### config.mk
export PLATFORM = sky130hd
export DESIGN_NAME = alu_mul_sequencer
export DESIGN_NICKNAME = d
export VERILOG_FILES = /design/src/rtl/alu_mul_sequencer.sv
export SDC_FILE = /design/constraint.sdc
export NUM_CORES = 1
export LEC_CHECK = 0
export CORE_ASPECT_RATIO = 0.5
export CORE_MARGIN = 3
export CORE_UTILIZATION = 38
export DETAILED_ROUTE_END_ITERATION = 8
export GPL_TIMING_DRIVEN = 1
export PLACE_DENSITY_LB_ADDON = 0.2
export SYNTH_ARGS = -nofsm -noshare
export SYNTH_HDL_FRONTEND = slang
export SYNTH_SLANG_ARGS = --single-unit
export TNS_END_PERCENT = 10
### constraint.sdc
create_clock -name clk -period 2.6 [get_ports clk]
set_input_delay 0.39 -clock clk [delete_from_list [all_inputs] [get_ports clk]]
set_output_delay 0.39 -clock clk [all_outputs]
set_load 0.005 [all_outputs]
### src/rtl/alu_mul_sequencer.sv
// Shift-add multiplier sequencer. It borrows the shared datapath ALU for every
// add and shift, and keeps only the operand, accumulator and result registers.
module alu_mul_sequencer #(
  parameter int WORD_SIZE = 16
) (
  input  logic                 clk,
  input  logic                 reset_n,
  input  logic                 start,
  input  logic [WORD_SIZE-1:0] op_a,
  input  logic [WORD_SIZE-1:0] op_b,
  output logic                 busy,
  output logic                 done,
  output logic [WORD_SIZE-1:0] result,
  output logic [WORD_SIZE-1:0] alu_a,
  output logic [WORD_SIZE-1:0] alu_b,
  output logic [3:0]           alu_op,
  input  logic [WORD_SIZE-1:0] alu_c
);

  // ALU opcode values, matching the datapath ALU's opcode table
  localparam logic [3:0] ALU_ID_A = 4'h0;
  localparam logic [3:0] ALU_ADD  = 4'h1;
  localparam logic [3:0] ALU_SHL  = 4'h8;

  localparam logic [2:0] IDLE  = 3'd0;
  localparam logic [2:0] EVAL  = 3'd1;
  localparam logic [2:0] ADD   = 3'd2;
  localparam logic [2:0] SHIFT = 3'd3;
  localparam logic [2:0] DONE  = 3'd4;

  logic [2:0]           state;
  logic [2:0]           state_next;
  logic [WORD_SIZE-1:0] acc;
  logic [WORD_SIZE-1:0] mcand;
  logic [WORD_SIZE-1:0] mplier;

  assign busy = (state != IDLE);
  assign done = (state == DONE);

  // ALU drive depends only on state; IDLE, EVAL and DONE leave it in pass-through
  always_comb begin
    alu_a  = acc;
    alu_b  = mcand;
    alu_op = ALU_ID_A;
    case (state)
      ADD: begin
        alu_a  = acc;
        alu_b  = mcand;
        alu_op = ALU_ADD;
      end
      SHIFT: begin
        alu_a  = mcand;
        alu_b  = mcand;
        alu_op = ALU_SHL;
      end
      default: ;
    endcase
  end

  always_comb begin
    state_next = state;
    case (state)
      IDLE:    if (start) state_next = EVAL;
      EVAL: begin
        if (mplier == '0)    state_next = DONE;
        else if (mplier[0])  state_next = ADD;
        else                 state_next = SHIFT;
      end
      ADD:     state_next = SHIFT;
      SHIFT:   state_next = EVAL;
      DONE:    state_next = IDLE;
      default: state_next = IDLE;
    endcase
  end

  always_ff @(posedge clk or negedge reset_n) begin
    if (!reset_n) begin
      state  <= IDLE;
      acc    <= '0;
      mcand  <= '0;
      mplier <= '0;
      result <= '0;
    end else begin
      state <= state_next;
      case (state)
        IDLE: begin
          if (start) begin
            mcand  <= op_a;
            mplier <= op_b;
            acc    <= '0;
          end
        end
        EVAL: begin
          if (mplier == '0) result <= acc;
        end
        ADD: acc <= alu_c;
        SHIFT: begin
          mcand  <= alu_c;
          mplier <= mplier >> 1;
        end
        default: ;
      endcase
    end
  end

endmodule

# [After elaboration in Yosys (flattened, before gate mapping)]
# Index checks and enable logic that the tools add are counted.
[totals] reg_bits=67 inputBits=51 out_inout_bits=54 word_cells=30
[classes] eq_ne=5 muxes=12 n_reduce_logical=8
[ops] operator="$pmux W16 S2" n=3
[ops] operator="$mux W16" n=4
[ops] operator="$logic_not A16 Y1" n=1
[ops] operator="$pmux W3 S4" n=1
[ops] operator="$pmux W4 S2" n=1
[ops] operator="$eq A3 B2 Y1 const B" n=2
[ops] operator="$mux W3" n=2
[ops] operator="$reduce_and A2 Y1" n=3
[ops] operator="$reduce_bool A2 Y1" n=2
[ops] operator="$eq A3 B1 Y1 const B" n=1
[ops] operator="$eq A3 B3 Y1 const B" n=1
[ops] operator="$logic_not A3 Y1" n=1
[ops] operator="$reduce_bool A3 Y1" n=1
[ops] operator="$ne A2 B2 Y1 const B" n=1
[ops] operator="$mux W1" n=1

# [Logic depth before layout (Yosys ltp)]
# Gate-level depths: netlist (run 1).
[depth] word_depth=3 mapped_depth=7 ltp_nobuf=5

# [Worst setup path before layout (run 1)]
# No wires, ideal clock.
[synth_path] kind="register to output" from="register state[2]" to="output alu_a[10]" arrival_ns=1.531 t_required_ns=2.210 path_slack_ns=0.679 path_stages_with_launch=6 n_path_buf=2 cell_sequence="dfrtp_1 -> inv_1 -> and3_1 -> clkbuf_1 -> clkbuf_1 -> mux2_2"
[synth_between] elab_chain_cells=2
[synth_lines] item="start: declaration" line="31" text="logic [2:0] state;"
[synth_lines] item="start signal: assignment" line="84" text="state <= state_next;"
[synth_lines] item="$eq A3 B2 Y1" line="45" text="case (state)"
[synth_lines] item="$mux W16" line="45"
[synth_lines] item="end: declaration" line="14" text="output logic [WORD_SIZE-1:0] alu_a,"
# Every way passes these cells.

# [Final worst setup path (run 1)]
[layout_path] from="register state[2]" to="output alu_a[11]"
# Same word-level chain as after synthesis.

==> results of run 1 <==
## power breakdown
part | total, mW | internal (mW) | switching [mW]
clock | 1.23 | 0.821 | 0.412
combinational | 0.862 | 0.503 | 0.359
sequential | 1.30 | 1.19 | 0.109
## critical path, stage by stage (launching register included)
cell	delay (ns)
dfrtp_1	0.44
inv_1	0.11
and3_2	0.19
buf_4	0.27
mux2_2	0.37
clkdlybuf4s50_1	0.44
## synthesized netlist by cell type
cell type  count
nor2_1         2
nand4_1        1
clkinv_1       1
a21oi_1        2
mux2_2        32
and3_1         1
nand2_1       64
clkbuf_1      11
nor3_1         1
buf_2          3
nand3_1        2
conb_1         1
nor2_2         1
mux2i_1       32
o21ai_0       42
or3_4          1
buf_6          4
o21ai_1        5
inv_1          3
nor4_4         1
buf_4          2
nand3b_1       1
nor4_1         4
dfrtp_1       67
## worst paths after layout
path	start	end	cells after the start
hold / removal	reset_n	result[2]$_DFFE_PN0P_	1
setup / recovery	state[2]$_DFFE_PN0P_	alu_a[11]	5
max in group asynchronous	reset_n	acc[3]$_DFFE_PN0P_	2
hold reg to reg	result[7]$_DFFE_PN0P_	result[7]$_DFFE_PN0P_	1
min in group clk	result[7]$_DFFE_PN0P_	result[7]$_DFFE_PN0P_	1
setup reg to reg	mplier[11]$_DFFE_PN0P_	result[6]$_DFFE_PN0P_	5
## flip-flops by register name, summed over array words and instances, names as in the netlist
name	flops
alu_b	16
result	16
state	3
mplier	16
acc	16
## kinds of logic after synthesis
family,count (synthesis)
buffers and inverters,24
flip-flops,67
AO/OA/AOI/OAI,49
AND/OR/NAND/NOR,79
other,1
multiplexers,64
## per-layer routing
layer  part of all wire, %  vias to the layer above  global-route usage, %
met5                     0                        -                      0
met4                   1.7                        0                   7.30
met3                   4.9                       11                   5.00
met2                    47                       68                   28.4
met1                    47                     1126                   22.0
li1                      -                     1189                      -
## final cells by class
cell class / instances / area (um^2) / share of cell area, %
clock buffers: 15 / 278 / 6.15
well taps: 108 / 135 / 2.99
inverters: 4 / 15.0 / 0.332
multi-input cells: 194 / 1290 / 28.5
repair buffers: 111 / 1100 / 24.3
flip-flops and latches: 67 / 1680 / 37.1
clock inverters: 1 / 30.0 / 0.665
## stage by stage
step	instances	power, mW	utilization (%)	setup TNS, ns
4_1_cts	500	3.45	59.5	0
5_1_grt	500	3.59	59.5	-0.522
2_1_floorplan	285	1.71	-	0
6_report	500	3.40	59.5	0
3_3_place_gp	484	2.16	55.4	0
3_5_place_dp	484	2.19	55.4	0
==> flow_summary.yaml, run 1 <==
status:
  outcome: "complete, no violations"
placement:
  placed_area_mm2: 0.00421
  dpl.hpwl_um: 5490
  port_buffers: 102
  pre_cts_slack_ns: 0.399
  gp_congestion: 0.787
routing:
  dr_total_vias: 2394
  drt-initial-drc-count: 76
  routedWlPerCell_um: 15.0
  ant_nets: 0
  drt_first_pass_iters: 4
  viasPerCell: 4.79
  drcViolationCount: 0
  wirelength_um: 7500
yosys:
  ys_seq_area_share_pct: 54.4
  synth_compound_area_share_pct: 7.95
  ys_warn_count: 0
  synth_adder_area_share_pct: 0
  yosysTopAreaCell: "dfrtp_1"
  syn-cell-area_mm2: 0.00308
  synth_simple_gate_area_share_pct: 11.2
  synth-xor-area-share_pct: 0
  synthMuxAreaShare_pct: 22.1
  avgSynthCellArea_um2: 10.9
  synthTopCellsByArea: "dfrtp_1 54%, mux2_2 12%, mux2i_1 10%"
  synth_top_family_by_area: "multiplexers"
  synth_top_area_share_pct: 54.4
  synth_cell_types: 24
  ys_seq_elements: 67
  syn_inst: 284
die:
  initial_utilization_pct: 40.6
  fp.coreArea_mm2: 0.00760
  die_area_mm2: 0.00930
  floorplan.rows: 22
  die_x_um: 133
  fp.dieH_um: 69.7
  io_pins: 105
worst_setup_path:
  ff2ff_setup_slack_ns: 0.46
  worstPathMaxFanout: 23
  cp-end-kind: "output pin"
  start_kind: "register"
  critPathKind: "reg2out"
  worst-endpoint-required_ns: 2.21
  crit_arrival_ns: 2.16
finish:
  mostFrequentLayoutCells: "101 x clkdlybuf4s50_1, 67 x dfrtp_1, 64 x nand2_1"
  final_common_cell: "clkdlybuf4s50_1"
  drive_above_1_share_pct: 15.1
  stdcell_area_mm2: 0.00452
  num-fill-cells: 663
  area_delta_synth_final_pct: 46.5
  finalNetCount: 438
  n_antenna_cell: 0
timing:
  hold_slack_ns: 0.127
  setup_viol: 0
  layout_setup_ws_ns: 0.0529
  finClkSkew_ns: 0.00458
  rsz0062_at_grt: "true"
  slew_violations: 0
  period_needed_ns: 2.55
  fmax_ghz: 0.393
  worstMarginPinSlew_ns: 0.752
  hold_violations: 0
  maxSlewHeadroom_pct: 49.9
  finalCritPeriodShare_pct: 98.0
clock_network:
  cts_root_buf: "clkbuf_16"
  clk_latency_ns: 0.33
  cts_buffers: 9
  ctsHoldBuffers: 0
  cts_tree: "done"
  cts-resized-gates: 0
  htree_levels: 3
  cts_setup_buffers: 0
  cts_max_path_buffers: 2
  clkTransAtPathRegs_ns: 0.05
  cts_sinks: 67
global_route:
  track_usage_pct: 17.5
  grt_pass1_wl_um: 12900
  grt-ovfl-total: 0
  antenna_found_initial: 0
  grt_max_degree: 36
  grt_pass1_vias: 2595
worst_hold_path:
  hold_class: "in2async"
power_and_ir_drop:
  leakage_nw: 1.84
  p_per_area_mw_per_mm2: 752
  ir_drop_mv: 0.449
run:
  drv_cap: 0
(Power assumes the default switching activity.)
==> run 2, diff against run 1 <==
- CORE_UTILIZATION: 38 -> 41
- clock period: 2.6 -> 2.1 ns (I/O delays scaled with it)
==> flow_summary.yaml, run 2 (synthesis gave the netlist of run 1 again) <==
timing:
  fmax_ghz: 0.475
  maxSlewHeadroom_pct: 59.7
  worstMarginPinSlew_ns: 0.605
  finClkSkew_ns: 0.00486
  period_needed_ns: 2.11
  finalCritPeriodShare_pct: 100
  slew_violations: 0
  hold_violations: 7
  layout_setup_ws_ns: -0.00576
  finalSetupTns_ns: -0.00576
  setup_viol: 1
  rsz0062_at_grt: "true"
  hold_slack_ns: -0.0162
power_and_ir_drop:
  leakage_nw: 1.97
  p_per_area_mw_per_mm2: 938
  ir_drop_mv: 0.424
routing:
  dr_total_vias: 2525
  met3_length_um: 445
  drcViolationCount: 0
  wirelength_um: 8130
  m1WireLength_um: 3710
  viasPerCell: 5.11
  ant_nets: 0
  highest_layer: "met4"
  routedWlPerCell_um: 16.5
  drt_first_pass_iters: 4
  wl_met2_um: 3880
  drt-initial-drc-count: 95
finish:
  drive_above_1_share_pct: 21.9
  num-fill-cells: 578
  n_antenna_cell: 0
  area_delta_synth_final_pct: 51.2
  regArea_mm2: 0.00168
  instances_no_fill: 494
  mostFrequentLayoutCells: "84 x clkdlybuf4s50_1, 66 x dfrtp_1, 64 x nand2_1"
  finalNetCount: 449
  multi_input_area_mm2: 0.00130
  final_common_cell: "clkdlybuf4s50_1"
worst_hold_path:
  hold_class: "in2async"
global_route:
  grt-ovfl-total: 0
  track_usage_pct: 19.7
  grt_pass1_vias: 2594
  grt_max_degree: 35
  antenna_found_initial: 0
  grt_pass1_wl_um: 13000
clock_network:
  htree_levels: 3
  ctsHoldBuffers: 0
  clkTransAtPathRegs_ns: 0.05
  cts_buffers: 9
  cts_sinks: 67
  clk_latency_ns: 0.33
  cts_tree: "done"
  cts_root_buf: "clkbuf_16"
  cts_max_path_buffers: 2
die:
  die_x_um: 129
  floorplan.rows: 21
  initial_utilization_pct: 44.1
  die_area_mm2: 0.00866
  fp.dieH_um: 67.3
  fp.coreArea_mm2: 0.00699
  io_pins: 105
worst_setup_path:
  crit_slowest_cell: "dfrtp_1"
  slowest_delay_ns: 0.39
  path_buf_inv: 3
  cp-end-kind: "output pin"
  worstPathMaxFanout: 11
  critPathKind: "reg2out"
  worst-endpoint-required_ns: 1.78
  start_kind: "register"
  crit_family: "buffers and inverters"
  crit_arrival_ns: 1.79
  ff2ff_setup_slack_ns: 0.11
  crit_chain: "inv_2, and3_4, buf_12, mux2_2, dlygate4sd2_1"
run:
  drv_cap: 0
placement:
  dp_cells: 472
  gp_congestion: 0.733
  port_buffers: 102
  dpl.hpwl_um: 5520
status:
  outcome: "finished, violations left"
  violations: "hold timing, setup timing"
[run 2: final timing paths]
path                                         end                   from  cells past startpoint
setup / recovery                        alu_a[6]   state[2]$_DFFE_PN0P_                      5
hold / removal             alu_b[12]$_DFFE_PN0P_                reset_n                      1
setup reg to reg           result[7]$_DFFE_PN0P_  mplier[8]$_DFFE_PN0P_                      5
hold reg to reg            result[6]$_DFFE_PN0P_  result[6]$_DFFE_PN0P_                      1
max in group asynchronous  result[7]$_DFFE_PN0P_                reset_n                      2
min in group clk           result[6]$_DFFE_PN0P_  result[6]$_DFFE_PN0P_                      1
[run 2: per-layer routing]
metal | GRT usage, % | up-vias
met5 | 0 | -
met4 | 5.50 | 0
met3 | 6.40 | 11
met2 | 30.9 | 77
met1 | 26.6 | 1233
li1 | - | 1204
[run 2: cell type report]
type	count	share of cell area (%)
Sequential cell	67	36.0
Multi-Input combinational cell	194	27.9
Timing Repair Buffer	122	26.5
Clock buffer	10	5.12
Tap cell	92	2.47
Clock inverter	5	1.66
Inverter	4	0.322
[run 2: timing repair]
item	in CTS	in global routing
setup endpoints to repair	16	26
endpoints found under the hold margin	0	0
setup buffers	4	0
resized for setup	27	23
gates cloned	3	0
pin swaps	1	1
[run 2: through the flow]
stage / utilization (%) / instance area, um^2 / total power, mW / hold slack, ns / worst slack [ns]
final: 66.7 / 4660 / 4.37 / -0.0162 / -0.00576
after floorplan: - / 3090 / 2.12 / 0.0194 / 0.238
after global routing: 66.7 / 4660 / 4.61 / 0.0330 / -0.0695
after CTS: 67.2 / 4700 / 4.44 / 0.00331 / -0.0435
after global placement: 60.9 / 4260 / 2.71 / 0.343 / 0.114
after detailed placement: 60.9 / 4260 / 2.75 / 0.358 / 0.0674
[run 2: report_power, final]
part	total [mW]	internal (mW)	switching (mW)	leakage, nW
logic	1.17	0.684	0.486	0.981
clock network	1.59	1.06	0.530	0.154
registers	1.62	1.48	0.137	0.832
==> run 3, diff against run 2 <==
- CORE_MARGIN: 3 -> 5
- SETUP_SLACK_MARGIN: not set -> 0.05
==> flow_summary.yaml, run 3 (synthesis gave the netlist of run 1 again) <==
die:
  fp.dieH_um: 71.3
  fp.coreArea_mm2: 0.00732
  initial_utilization_pct: 42.1
  die_x_um: 133
  die_area_mm2: 0.00946
  floorplan.rows: 22
  io_pins: 105
routing:
  routedWlPerCell_um: 17.1
  ant_nets: 0
  drcViolationCount: 0
  dr_total_vias: 2589
  drt_first_pass_iters: 5
  viasPerCell: 5.11
  drt-initial-drc-count: 106
  wirelength_um: 8690
power_and_ir_drop:
  p_sw_mw: 1.20
  combPwrFrac_pct: 29.4
  p_per_area_mw_per_mm2: 923
  p_sw_share_pct: 26.8
  ir_drop_mv: 0.467
  p_clk_share_pct: 34.5
  internal_power_mw: 3.27
  seqPwrFrac_pct: 36.2
  leakage_nw: 2.07
finish:
  final_common_cell: "clkdlybuf4s50_1"
  mostFrequentLayoutCells: "82 x clkdlybuf4s50_1, 67 x dfrtp_1, 64 x nand2_1"
  finalNetCount: 457
  area_delta_synth_final_pct: 57.1
  n_antenna_cell: 0
  instances_no_fill: 507
  drive_above_1_share_pct: 24.6
  stdcell_area_mm2: 0.00484
clock_network:
  clk_latency_ns: 0.32
  cts_max_path_buffers: 2
  cts_root_buf: "clkbuf_16"
  clkTransAtPathRegs_ns: 0.05
  cts_tree: "done"
  cts_sinks: 67
  htree_levels: 3
  cts_buffers: 9
timing:
  setup_viol: 0
  finalCritPeriodShare_pct: 99.0
  worstMarginPinSlew_ns: 0.547
  rsz0062_at_grt: "true"
  hold_violations: 0
  finClkSkew_ns: 0.00437
  period_needed_ns: 2.08
  maxSlewHeadroom_pct: 63.5
  fmax_ghz: 0.481
  slew_violations: 0
worst_hold_path:
  min_path_cells: 1
  hold_class: "reg2reg"
worst_setup_path:
  crit_family: "buffers and inverters"
  crit_chain: "inv_2, and3_4, bufbuf_16, buf_6, mux2_4, buf_2"
  slowest_delay_ns: 0.38
  cp_num_cells: 6
  worstPathMaxFanout: 4
  crit_arrival_ns: 1.76
  cp-end-kind: "output pin"
  critPathKind: "reg2out"
  worst-endpoint-required_ns: 1.78
  worst-r2r-cell-count: 5
  crit_slowest_cell: "dfrtp_1"
  path_buf_inv: 4
  start_kind: "register"
global_route:
  grt-ovfl-total: 0
  grt_pass1_vias: 2685
  track_usage_pct: 18.5
  grt_pass1_wl_um: 13800
  grt_max_degree: 49
  antenna_found_initial: 0
run:
  drv_cap: 0
placement:
  port_buffers: 102
  dpl.hpwl_um: 5660
  gp_congestion: 0.758
  placed_area_mm2: 0.00426
  dp_cells: 474
status:
  outcome: "complete, no violations"
[run 3: area by class of cell]
class	count	area, um^2
Multi-Input combinational cell	194	1330
Clock inverter	4	47.5
Timing Repair Buffer	130	1390
Clock buffer	12	267
Tap cell	96	120
Sequential cell	67	1680
Inverter	4	15.0
Fill cell	582	2480
[run 3: routing by layer]
| layer | GRT usage (%) | part of all wire (%) |
|---|---|---|
| met1 | 24.4 | 45 |
| met2 | 30.0 | 48 |
| met3 | 5.82 | 6.0 |
| met4 | 5.07 | 0.92 |
| met5 | 0 | 0 |
[run 3: what timing repair did]
item	CTS	global route
pin swaps	1	0
setup buffers	11	1
setup endpoints to repair	17	34
resized for setup	63	26
endpoints found under the hold margin	21	0
cloned	4	0
hold buffers	1	0
[run 3: final timing paths]
check	slack [ns]	start	endpoint
max reg2reg	0.16	mplier[8]$_DFFE_PN0P_	result[10]$_DFFE_PN0P_
min	0.51	result[2]$_DFFE_PN0P_	result[2]$_DFFE_PN0P_
max in group asynchronous	0.92	reset_n	result[6]$_DFFE_PN0P_
max	0.02	state[2]$_DFFE_PN0P_	alu_a[4]
min in group asynchronous	0.52	reset_n	alu_b[12]$_DFFE_PN0P_
min reg2reg	0.51	result[2]$_DFFE_PN0P_	result[2]$_DFFE_PN0P_
[run 3: through the flow]
stage / setup WS [ns] / power [mW] / utilization (%) / hold WS (ns) / setup TNS (ns)
after floorplan: 0.238 / 2.12 / - / 0.0194 / 0
after global placement: 0.128 / 2.72 / 58.2 / 0.321 / 0
after detailed placement: 0.0996 / 2.76 / 58.2 / 0.323 / 0
after CTS: -0.0223 / 4.43 / 65.1 / 0.512 / -0.0398
after global routing: -0.0401 / 4.69 / 66.2 / 0.522 / -0.168
final: 0.0201 / 4.47 / 66.2 / 0.509 / 0
[run 3: power by group through the flow]
stage	clock, mW	combinational (mW)	sequential [mW]
final	1.54	1.31	1.62
after global routing	1.61	1.43	1.64
after CTS	1.56	1.26	1.61
after detailed placement	0	1.12	1.63
after global placement	0	1.09	1.62
after floorplan	0	0.517	1.60
